**src/rtl/model.sv**
```systemverilog
// Four-tap moving-average filter on an 8-bit unsigned stream.
// The output is registered, so new input appears in the result one clock later.
module model (
  input  logic       clk,
  input  logic       rst,
  input  logic [7:0] in1,
  output logic [7:0] out1
);

  logic [7:0] r_h0;
  logic [7:0] r_h1;
  logic [7:0] r_h2;
  logic [7:0] r_out;
  logic [9:0] w_sum;

  // The sum is 10 bits wide, so four samples of 255 (1020) cannot wrap.
  assign w_sum = 10'(in1) + 10'(r_h0) + 10'(r_h1) + 10'(r_h2);

  // NOTE: use non-blocking assignments here. Every register then sees the
  // history from before the clock edge, and the shift and the sum stay
  // consistent with each other regardless of statement order.
  always_ff @(posedge clk or posedge rst) begin
    if (rst) begin
      r_h0  <= '0;
      r_h1  <= '0;
      r_h2  <= '0;
      r_out <= '0;
    end else begin
      r_h0  <= in1;
      r_h1  <= r_h0;
      r_h2  <= r_h1;
      r_out <= w_sum[9:2];
    end
  end

  assign out1 = r_out;

endmodule

```
**config.mk**
```make
export PLATFORM = sky130hd
export DESIGN_NAME = model
export DESIGN_NICKNAME = d
export VERILOG_FILES = /design/src/rtl/model.sv
export SDC_FILE = /design/constraint.sdc
export NUM_CORES = 1
export LEC_CHECK = 0
export CORE_AREA = 10 10 69 71
export DETAILED_ROUTE_END_ITERATION = 8
export DIE_AREA = 0 0 79 81
export PLACE_DENSITY = 0.74
export SLEW_MARGIN = 20
export SYNTH_ARGS = -nofsm -noshare
export SYNTH_HDL_FRONTEND = slang
export SYNTH_SLANG_ARGS = --single-unit
```
**constraint.sdc**
```tcl
create_clock -name clk -period 2.9 [get_ports clk]
set_input_delay 0.29 -clock clk [delete_from_list [all_inputs] [get_ports clk]]
set_output_delay 0.29 -clock clk [all_outputs]
set_load 0.02 [all_outputs]
```
==> results of run 1 <==
worst min-delay path by stage:
stage               endpoint  slack (ns)  depth (start not counted)     from
global route         r_h0[1]        0.20                          1   in1[1]
CTS                  r_h0[2]        0.21                          1   in1[2]
floorplan            r_h0[0]        0.32                          0   in1[0]
finish               r_h0[1]        0.22                          1   in1[1]
global placement     r_h2[5]        0.36                          0  r_h1[5]
detailed placement   r_h1[0]        0.36                          0  r_h0[0]
power groups by stage:
| stage | clock [uW] | combinational (uW) | sequential, uW |
|---|---|---|---|
| after floorplan | 0 | 309 | 620 |
| after global placement | 0 | 627 | 547 |
| after detailed placement | 0 | 650 | 550 |
| after CTS | 274 | 679 | 541 |
| after global routing | 295 | 791 | 548 |
| final | 262 | 709 | 540 |
placed cells by master, fill, tap and decap left out, drive strengths merged, types with 2 or more instances in the layout:
master / count
clkbuf: 8
fa: 16
o21a: 2
nor2: 8
ha: 7
a21oi: 3
clkdlybuf4s50: 15
nand2b: 2
o21ai: 4
nand2: 2
inv: 46
and2b: 2
buf: 14
dlygate4sd2: 2
dfrtp: 32
sequential cells by signal (all words and copies together) (netlist names):
name,cells
r_h2,8
r_h1,8
out1,8
r_h0,8
layer usage:
metal / wire length [um] / global-route usage [%] / vias to the layer above
met5: 0 / 0 / -
met4: 57 / 5.38 / 0
li1: - / - / 495
met3: 134 / 3.53 / 8
met2: 1570 / 18.4 / 18
met1: 1070 / 10.2 / 533
cell type report:
type | instances | area (sq um) | area share (%)
clock buffer | 8 | 58.8 | 2.83
inverter | 46 | 173 | 8.30
multi-input combinational | 63 | 714 | 34.4
sequential | 32 | 801 | 38.5
tap | 48 | 60.1 | 2.89
timing repair buffer | 31 | 273 | 13.1
stage by stage:
step	total power, uW	setup slack [ns]	hold WS, ns
after floorplan	929	0.139	0.321
after global placement	1170	-0.419	0.357
after detailed placement	1200	-0.464	0.362
after CTS	1490	-0.0253	0.207
after global routing	1630	0.00822	0.205
final	1510	0.129	0.222
cells by family (layout without fill, tap and decap cells):
group | count (synthesis) | in the layout | synth area share (%)
compound gates | 18 | 18 | 7.49
xor+xnor | 2 | 2 | 1.07
fa+ha+maj | 23 | 23 | 24.9
buf+inv | 46 | 85 | 10.6
flops | 32 | 32 | 48.9
mux | 1 | 1 | 0.612
simple gates | 19 | 19 | 6.42
worst max-delay path: stages, from the launching register on:
cell and delay (ns):
dfrtp_1 0.39, inv_1 0.08, fa_1 0.44, fa_1 0.51, inv_2 0.05, ha_4 0.20
and4b_1 0.18, o31a_1 0.28, or4b_1 0.48, nand3_1 0.11
what timing repair did:
action                                 CTS  global route
setup endpoints to repair                4             4
setup buffers                            1             2
hold buffers                             0             0
pin swaps                               10             8
gates resized for setup                 10             7
endpoints found under the hold margin    0             0
==> results.txt, run 1 <==
- Run status: completed
* Average vias per placed instance: approximately 4.6
* GR Overflow Total: 0
* Routed wirelength normalized by instance count: approximately 12 um
- The first detailed-routing pass ran for 4 iterations.
- The cell area that synthesis handed to floorplanning was about 1600 sq um.
- Maximum frequency from static timing analysis: about 360 MHz
- Area after detailed placement: between 1500 and 2000 sq um
- Of all nets on the critical path, the largest fanout is 3.
- In this run switching power makes up between 30% and 40% of total power.
- Counting every net in the synthesized netlist gives roughly 170.
- Critical R2R Capture: out1[4]
- In this run the power spent charging and discharging nets is around 500 uW.
- In this run the power density over the cells is ~730 nW/um^2.
- The finished cells cover 2080 sq um.
- The worst pin sits at a relative slew slack of approximately 74%.
* CTS HTree Levels: 2
* Final Wtd Congestion: roughly 0.85
* DIE WIDTH: between 70 and 80 um
* Number of enable flip-flop cells after synthesis: 0
- Fillcell total: 325
* Critical path launch point type: register
- Crit. Startpoint: r_h0[2]
* Leakage component of the power: ~0.0011 uW
- RSZ-0062 raised after global routing: false
- At the end of the flow, the number of nets in the layout was between 200 and 250.
- MaxCap Viol Count: 0
- Per-instance average area after synthesis: ~12 sq um
* Initial Utilization: between 40% and 50%
- Fraction of synthesis flops using an asynchronous set or reset pin: between 90% and 100%
* Max clock buf depth: 2
* Synthesis-stage register bit count: 32
- Synth cell types: 28
- The repair_antennas step left the layout with diodes totalling 0.
- The via count of the first global-routing pass was roughly 1,200.
- Part of the power in the clock network: 17.3%
* Fraction of the cycle the final worst path needs: between 90% and 100%
* Number of design-rule violations left by the first detailed-router iteration: 64
- Area of the die: 6400 sq um
* Count of yosys warnings during synthesis: 0
- Layout cell share with drive strength beyond 1: about a fifth
* Sum of negative setup slack: 0 ns
- CTS tree: yes
- Cell taking the most area after synthesis: dfrtp_1
* First-pass GRT wire length: 5.05 mm
* Gr usage total: about a tenth
- Buffers inserted during clock tree synthesis total 5.
* Fin. Hold Viols: 0
* Timing endpoint of the critical path: out1[4]
- After detailed placement, the design holds a cell count of 217.
* Type of the worst setup path: reg -> reg
* Top-level port count: 18
* Internal power summed over all cells: roughly 1000 uW
* Total Routed Length: between 2 and 3 mm
- Sequential-to-total area share from yosys stat: 48.9%
- For this run, the leading register cell type out of synthesis is dfrtp_1.
- Reg2Reg Setup Slack: 0.13 ns
- Max Transition Viols Final: 0
- Setup violations remaining at the end of the flow were counted as 0.
* Portion of total power attributed to combinational logic: between 40% and 50%
- The cell count after synthesis came out at 141.
- On the final layout, the worst clock skew is 0.00266 ns.
- The wire-length estimate of the detail-placed layout is between 2 and 2.5 mm.
- Path type of the worst min-delay path: in -> reg
- From bottom edge to top edge, the die measures 81 um.
* Clock root buffer: clkbuf_4
- Slew @ Worst Pin: 0.397 ns
- After synthesis, the cell types taking the most area are dfrtp_1, fa_1, inv_1.
* Detailed-route via count: ~1,100
- At the worst endpoint, the arrival time is roughly 3 ns.
* Reg power frac: around 36%
* Reg clk slew, reported paths: approximately 0.09 ns
* Worst EP required: between 3 and 4 ns
- Drt drc: 0
- Cell with the most instances after synthesis: inv_1
* Final Util: around three fifths
- Row Count: 22
- In this run the critical register-to-register path is launched from r_h0[2].
* Post-Layout Cell Count: 228
- The total area inside the core boundary comes to approximately 3500 sq um.
* Final worst path period need: roughly 2.8 ns
- Number of cell instances on the worst register-to-register path: 9
- Maximum number of pins on one net before global-route repair: 33
* Worst-Skew Late Latency: between 0.3 and 0.4 ns
* Worst voltage drop across the vdd grid: 0.330 mV
* Post-synth top cells: inv_1, dfrtp_1, fa_1, nor2_1, ha_1
* Area share of the leading cell type in the synthesized netlist: 48.9%
- The number of antenna violations at the first check in global routing came to 0.
* CTS sink count: 32
- Crit end category: register
* Area Overhead vs Synth: 27.1%
- In this run the tool buffered the top-level ports with 17 buffer cells.
- Antenna Nets Post-Route: 0
No activity file was read; power rests on OpenSTA's default activity.
==> run 2: changes to the inputs <==
--- a/config.mk
+++ b/config.mk
@@ -6,9 +6,10 @@
 export NUM_CORES = 1
 export LEC_CHECK = 0
 export CORE_AREA = 10 10 69 71
+export CTS_CLUSTER_DIAMETER = 50
 export DETAILED_ROUTE_END_ITERATION = 8
 export DIE_AREA = 0 0 79 81
-export PLACE_DENSITY = 0.74
+export PLACE_DENSITY = 0.72
 export SLEW_MARGIN = 20
 export SYNTH_ARGS = -nofsm -noshare
 export SYNTH_HDL_FRONTEND = slang
==> results.txt, run 2 (synthesized netlist as in run 1, its figures left out) <==
- Run status: completed
- Worst clock skew: 0.00425 ns (+0.00159 ns)
* DIE WIDTH: 79 um (unchanged)
- The transition at the pin with the smallest max-transition slack is 0.398 ns (+0.00148 ns).
- MaxCap Viol Count: 0 (unchanged)
- The worst-case headroom to the max-slew limit is 73.4% (-0.099 points).
- Top-level port count: 18 (unchanged)
- The largest individual stage delay along the critical path comes from the cell fa_1.
- The detailed-route wire length was 2.80 mm (-0.99%).
- The residual overflow from global routing came to 0 (unchanged).
* Proportion of total power due to net switching: 34.0% (+0.35 points)
- The critical path goes through inv_2, fa_1, fa_1, inv_2, ha_4, and4b_1, o31a_1, or4b_4, nand3_2.
- Sw Pwr: 490 uW (-3.5%)
* Number of nets in the final layout: 209 (-1.4%)
- Reg2Reg Setup Slack: 0.05 ns (-0.08 ns)
* Crit end category: register
- Average vias per placed instance: 4.71 (+1.9%)
- Placeable core region: 3520 sq um (unchanged)
* Reg clk slew, reported paths: 0.08 ns (about the same)
- Initial Utilization: 46.4% (unchanged)
- The total global routing track utilization was 9.25% (-0.92 points).
- The final number of setup-violating endpoints came to 0 (unchanged).
- The number of slew-limit violations in the final report is 0 (unchanged).
- The share of layout cells above drive strength 1 came to 17.8% (-1.6 points).
- Antenna Nets Post-Route: 0 (unchanged)
- The peak ir drop on the vdd network came to 0.343 mV (+3.9%).
- The via count is 1,046 (-0.76%).
- First-pass GRT wire length: 4.64 mm (-8.1%)
- The maximum fanout encountered on the critical timing path is 2 (-1).
- Vertical die dimension: 81 um (unchanged)
- Finished Cell Area: 2040 sq um (-1.7%)
- Diodes inserted: 0 (unchanged)
- The final instance count without filler cells came to 222 (-2.6%).
* Fin Hold WS: 0.125 ns (-0.0974 ns)
- The via count of the first global-routing pass is 1,097 (-7.4%).
- CTS HTree Levels: 2 (unchanged)
* Maximum number of pins on one net before global-route repair: 33 (unchanged)
- The ratio of final minimum period to clock period is 98.3% (+2.7 points).
- The cell-internal power is 952 uW (-5.0%).
* Data arrival at the endpoint of the critical path: 3.11 ns (+0.07 ns)
- The clock insertion delay at the later pin of the skew report came to 0.33 ns (about the same).
- Hold worst-path end: r_h0[2]
- Critical R2R Capture: out1[4]
* HPWL reported at the end of detailed placement: 2.07 mm (-2.7%)
- The number of antenna violations at the first check in global routing came to 0 (unchanged).
- Clock root buffer: clkbuf_4
- The worst setup path is launched from a register.
* RSZ-0062 raised after global routing: true
- Compared with the post-synthesis result, the final layout area differs by 24.9%.
- Row Count: 22 (unchanged)
* Most frequent cells in the layout: inv_1, dfrtp_1, clkdlybuf4s50_1, fa_1, buf_4
- The utilization after layout was 58.0% (-0.99 points).
* Maximum frequency from static timing analysis: 351 MHz (-2.7%)
- Critical hold path startpoint: in1[2]
- The number of cells traversed by the worst hold path was 1 (unchanged).
- The final critical path time including I/O delays and setup is 2.85 ns (+0.0783 ns).
- Number of detailed-routing iterations run before antenna repair: 4 (unchanged)
- The share of power burned in registers is 37.5% (+1.8 points).
* Fin. Hold Viols: 0 (unchanged)
- The required time of the critical path is 3.17 ns (about the same).
* Pwr per Cell Area: 705 nW/um^2 (-2.9%)
- The delay of the slowest cell on the worst path came to 0.55 ns (+0.04 ns).
* Path type of the worst min-delay path: in -> reg
- Leading cell type in the layout, fill and taps excluded: inv_1
* Routed wirelength normalized by instance count: 12.6 um (+1.7%)
* Cell family with the largest share of critical-path delay: adder cells
- The cell depth of the worst flop-to-flop path was 9 (unchanged).
- The total placed instance area was 1940 sq um (-0.39%).
- Final Wtd Congestion: 0.834 (-2.3%)
- The die area is 6400 sq um (unchanged).
* CTS tree: yes
- Max clock buf depth: 2 (unchanged)
* Post-cts hold buffer count: 0 (unchanged)
* Clock buffer count from CTS: 5 (unchanged)
- The number of DRC markers in iteration 0 is 30 (-53%).
* CTS sink count: 32 (unchanged)
* Port bufs: 17 (unchanged)
- Type of the worst setup path: reg -> reg
- Count of buffer and inverter cells on the critical path: 2 (unchanged)
- The remaining design rule violation count came to 0 (unchanged).
- Placed Cells: 216 (-0.46%)
- The combinational power share came to 48.1% (+1.1 points).
- In this run the critical register-to-register path is launched from r_h1[2].
- Leakage component of the power: 0.00104 uW (-1.2%)
* Part of the power in the clock network: 14.4% (-2.9 points)
run 2: layer usage:
metal / vias to the layer above / routed length [um] / global-route usage, %
met5: - / 0 / 0
met4: 0 / 51 / 4.84
met3: 6 / 144 / 3.53
met2: 23 / 1550 / 15.5
met1: 523 / 1060 / 10.0
li1: 494 / - / -
run 2: metrics by stage:
step | power [uW] | worst slack (ns) | setup TNS [ns]
floorplan | 929 | 0.139 | 0
global placement | 1170 | -0.397 | -1.67
detailed placement | 1190 | -0.415 | -1.78
CTS | 1410 | -0.0320 | -0.0320
global route | 1570 | -0.0634 | -0.120
finish | 1440 | 0.0507 | 0
run 2: worst max-delay path by stage:
stage	from	to	slack, ns	depth (start not counted)
global route	in1[1]	out1[5]	-0.06	12
detailed placement	in1[2]	out1[4]	-0.41	10
finish	r_h1[2]	out1[4]	0.05	9
floorplan	r_h0[2]	out1[4]	0.14	9
global placement	in1[2]	out1[6]	-0.40	10
CTS	in1[2]	out1[4]	-0.03	10
run 2: cell type report:
cell class                      count  area, sq um
Clock buffer                        5         37.5
Fill cell                         333         1480
Inverter                           46          173
Multi-Input combinational cell     63          718
Sequential cell                    32          801
Tap cell                           48         60.1
Timing Repair Buffer               28          255
run 2: power by group through the flow:
stage / clock (uW) / combinational (uW) / sequential [uW]
after floorplan: 0 / 309 / 620
after global placement: 0 / 618 / 548
after detailed placement: 0 / 636 / 552
after CTS: 221 / 645 / 543
after global routing: 243 / 774 / 550
final: 208 / 693 / 541
run 2: worst reg2reg max path, delay by kind of cell, from the launching register on:
| family | cells | cell delay, ns |
|---|---|---|
| AND/OR/NAND/NOR | 3 | 0.79 |
| buffers and inverters | 2 | 0.16 |
| adder cells (fa/ha/maj) | 3 | 1.18 |
| flip-flops | 1 | 0.37 |
| AO/OA/AOI/OAI | 1 | 0.29 |
run 2: what timing repair did:
| action | CTS | global route |
|---|---|---|
| setup buffers | 0 | 1 |
| resized for setup | 1 | 14 |
| pin swaps | 1 | 11 |
| setup endpoints to repair | 3 | 4 |
==> run 3: changes to the inputs <==
--- a/config.mk
+++ b/config.mk
@@ -10,6 +10,7 @@
 export DETAILED_ROUTE_END_ITERATION = 8
 export DIE_AREA = 0 0 79 81
 export PLACE_DENSITY = 0.72
+export RECOVER_POWER = 100
 export SLEW_MARGIN = 20
 export SYNTH_ARGS = -nofsm -noshare
 export SYNTH_HDL_FRONTEND = slang
==> results.txt, run 3 (synthesized netlist as in run 1, its figures left out) <==
- Run status: finished, violations left
- Violated checks: max-capacitance violations, max-slew violations
- The transition at the pin with the smallest max-transition slack is 1.69 ns (+1.29 ns).
- Fillcell total: 334 (+0.30%)
- Leading cell type in the layout, fill and taps excluded: inv_1
- MaxCap Viol Count: 1 (+1)
- The number of top-level design ports was 18 (unchanged).
* Worst-Skew Late Latency: 0.33 ns (about the same)
* CTS tree: yes
- Routed wirelength normalized by instance count: 12.6 um (+0.11%)
- The number of DRC markers in iteration 0 is 30 (unchanged).
* Maximum frequency from static timing analysis: 351 MHz (about the same)
- The via count of the first global-routing pass is 1,097 (unchanged).
* DIE WIDTH: 79 um (unchanged)
- Total Routed Length: 2.81 mm (+0.11%)
* Final Wtd Congestion: 0.834 (unchanged)
* CTS sink count: 32 (unchanged)
* Number of setup violations in the final report: 0 (unchanged)
- The worst register-to-register path ends at out1[4].
- Type of the worst setup path: reg -> reg
- Leakage component of the power: 0.00103 uW (-1.0%)
- HPWL reported at the end of detailed placement: 2.07 mm (unchanged)
* Max clock buf depth: 2 (unchanged)
- Vertical die dimension: 81 um (unchanged)
- The placement row count is 22 (unchanged).
- The number of antenna violations at the first check in global routing is 0 (unchanged).
- The via count was 1,047 (+0.096%).
- The detail-routed via count per cell is 4.72 (about the same).
- The total power density per cell area came to 696 nW/um^2 (-1.3%).
- GR Overflow Total: 0 (unchanged)
- The worst hold path belongs to the class in -> reg.
* Worst clock skew: 0.00385 ns (-0.000394 ns)
- The worst-case headroom to the max-slew limit is -12.6% (-86 points).
* Layout cell share with drive strength beyond 1: 17.2% (-0.57 points)
* Worst voltage drop across the vdd grid: 0.339 mV (-1.2%)
- The count of nets after finishing came to 209 (unchanged).
- The number of port buffers came to 17 (unchanged).
* Max Transition Viols Final: 33 (+33)
- The clock slew at the register clock pins of the worst setup and hold paths came to 0.08 ns (about the same).
- The worst setup path is launched from a register.
- Maximum number of pins on one net before global-route repair: 33 (unchanged)
* Placeable core region: 3520 sq um (unchanged)
* Pwr Total: 1420 uW (-1.6%)
- The area growth from synthesis to layout is 24.5%.
* Clock root buffer: clkbuf_4
* Final Util: 57.8% (-0.18 points)
- RSZ-0062 raised after global routing: true
- The initial cell density of the core is 46.4% (unchanged).
* Data arrival at the endpoint of the critical path: 3.11 ns (about the same)
* Number of detailed-routing iterations run before antenna repair: 4 (unchanged)
- The final critical path time including I/O delays and setup came to 2.85 ns (-0.000179 ns).
- Largest fanout of any net on the critical path: 2 (unchanged)
- The number of antenna cells inserted is 0 (unchanged).
- The post-detailed-route count of antenna-violating nets is 0 (unchanged).
* Critical hold path startpoint: in1[2]
* First-pass GRT wire length: 4.64 mm (unchanged)
- Number of cell instances on the worst register-to-register path: 9 (unchanged)
- Area of the die: 6400 sq um (unchanged)
* Drt drc: 0 (unchanged)
* R2R Path Start: r_h1[2]
* Hold worst-path end: r_h0[2]
- The number of cells traversed by the worst hold path was 1 (unchanged).
* Most frequent cells in the layout: inv_1, dfrtp_1, fa_1, dlygate4sd3_1, buf_4
- Fraction of the cycle the final worst path needs: 98.2% (about the same)
* Fin. Hold Viols: 0 (unchanged)
- Clock buffer count from CTS: 5 (unchanged)
- Gr usage total: 9.25% (unchanged)
- Worst EP required: 3.17 ns (about the same)
- The worst setup slack for register-to-register paths is 0.05 ns (about the same).
- Crit end category: register
- The level count of the clock H-tree is 2 (unchanged).
[run 3: what timing repair did]
item,in CTS,in global routing
pin swaps,1,11
endpoints found under the setup margin,3,4
buffers inserted,0,1
resized for setup,1,14
hold buffers,0,0
[run 3: power by group]
group / internal, uW / total [uW] / leakage, uW / switching [uW]
Combinational: 332 / 672 / 0.000636 / 340
Clock: 80.7 / 208 / 0.0000230 / 128
Sequential: 518 / 538 / 0.000372 / 19.8
Total: 931 / 1420 / 0.00103 / 488
[run 3: worst max-delay path by stage]
| stage | start | end | slack (ns) | cells past startpoint |
|---|---|---|---|---|
| 4_1_cts | in1[2] | out1[4] | -0.03 | 10 |
| 6_report | r_h1[2] | out1[4] | 0.05 | 9 |
| 2_1_floorplan | r_h0[2] | out1[4] | 0.14 | 9 |
| 5_1_grt | in1[1] | out1[5] | -0.06 | 12 |
| 3_3_place_gp | in1[2] | out1[6] | -0.40 | 10 |
| 3_5_place_dp | in1[2] | out1[4] | -0.41 | 10 |
[run 3: per-stage QoR]
stage               setup TNS (ns)  std cells  setup slack, ns  area, sq um  hold WS [ns]
finish                           0        222           0.0509         2040         0.269
CTS                        -0.0320        221          -0.0320         1980         0.336
global placement             -1.67        216           -0.397         1940         0.357
floorplan                        0        141            0.139         1640         0.321
detailed placement           -1.78        216           -0.415         1940         0.364
global route                -0.120        222          -0.0634         2040         0.251
[run 3: per-layer routing]
layer | vias up | wire (um) | track usage [%]
li1 | 493 | - | -
met3 | 6 | 148 | 3.53
met1 | 523 | 1050 | 10.0
met2 | 25 | 1550 | 15.5
met4 | 0 | 51 | 4.84
met5 | - | 0 | 0
[run 3: cell type report]
cell class	instances	area [sq um]	area share, %
multi-input combinational	63	718	35.2
clock buffer	5	37.5	1.84
sequential	32	801	39.3
timing repair buffer	28	249	12.2
tap	48	60.1	2.95
inverter	46	173	8.47
[run 3: critical path, cell delays in order, from the launching register on]
cell and delay (ns):
dfrtp_1 0.37, inv_2 0.05, fa_1 0.55, fa_1 0.43, inv_2 0.11, ha_4 0.20, and4b_1 0.19, o31a_1 0.29
or4b_4 0.53, nand3_2 0.07
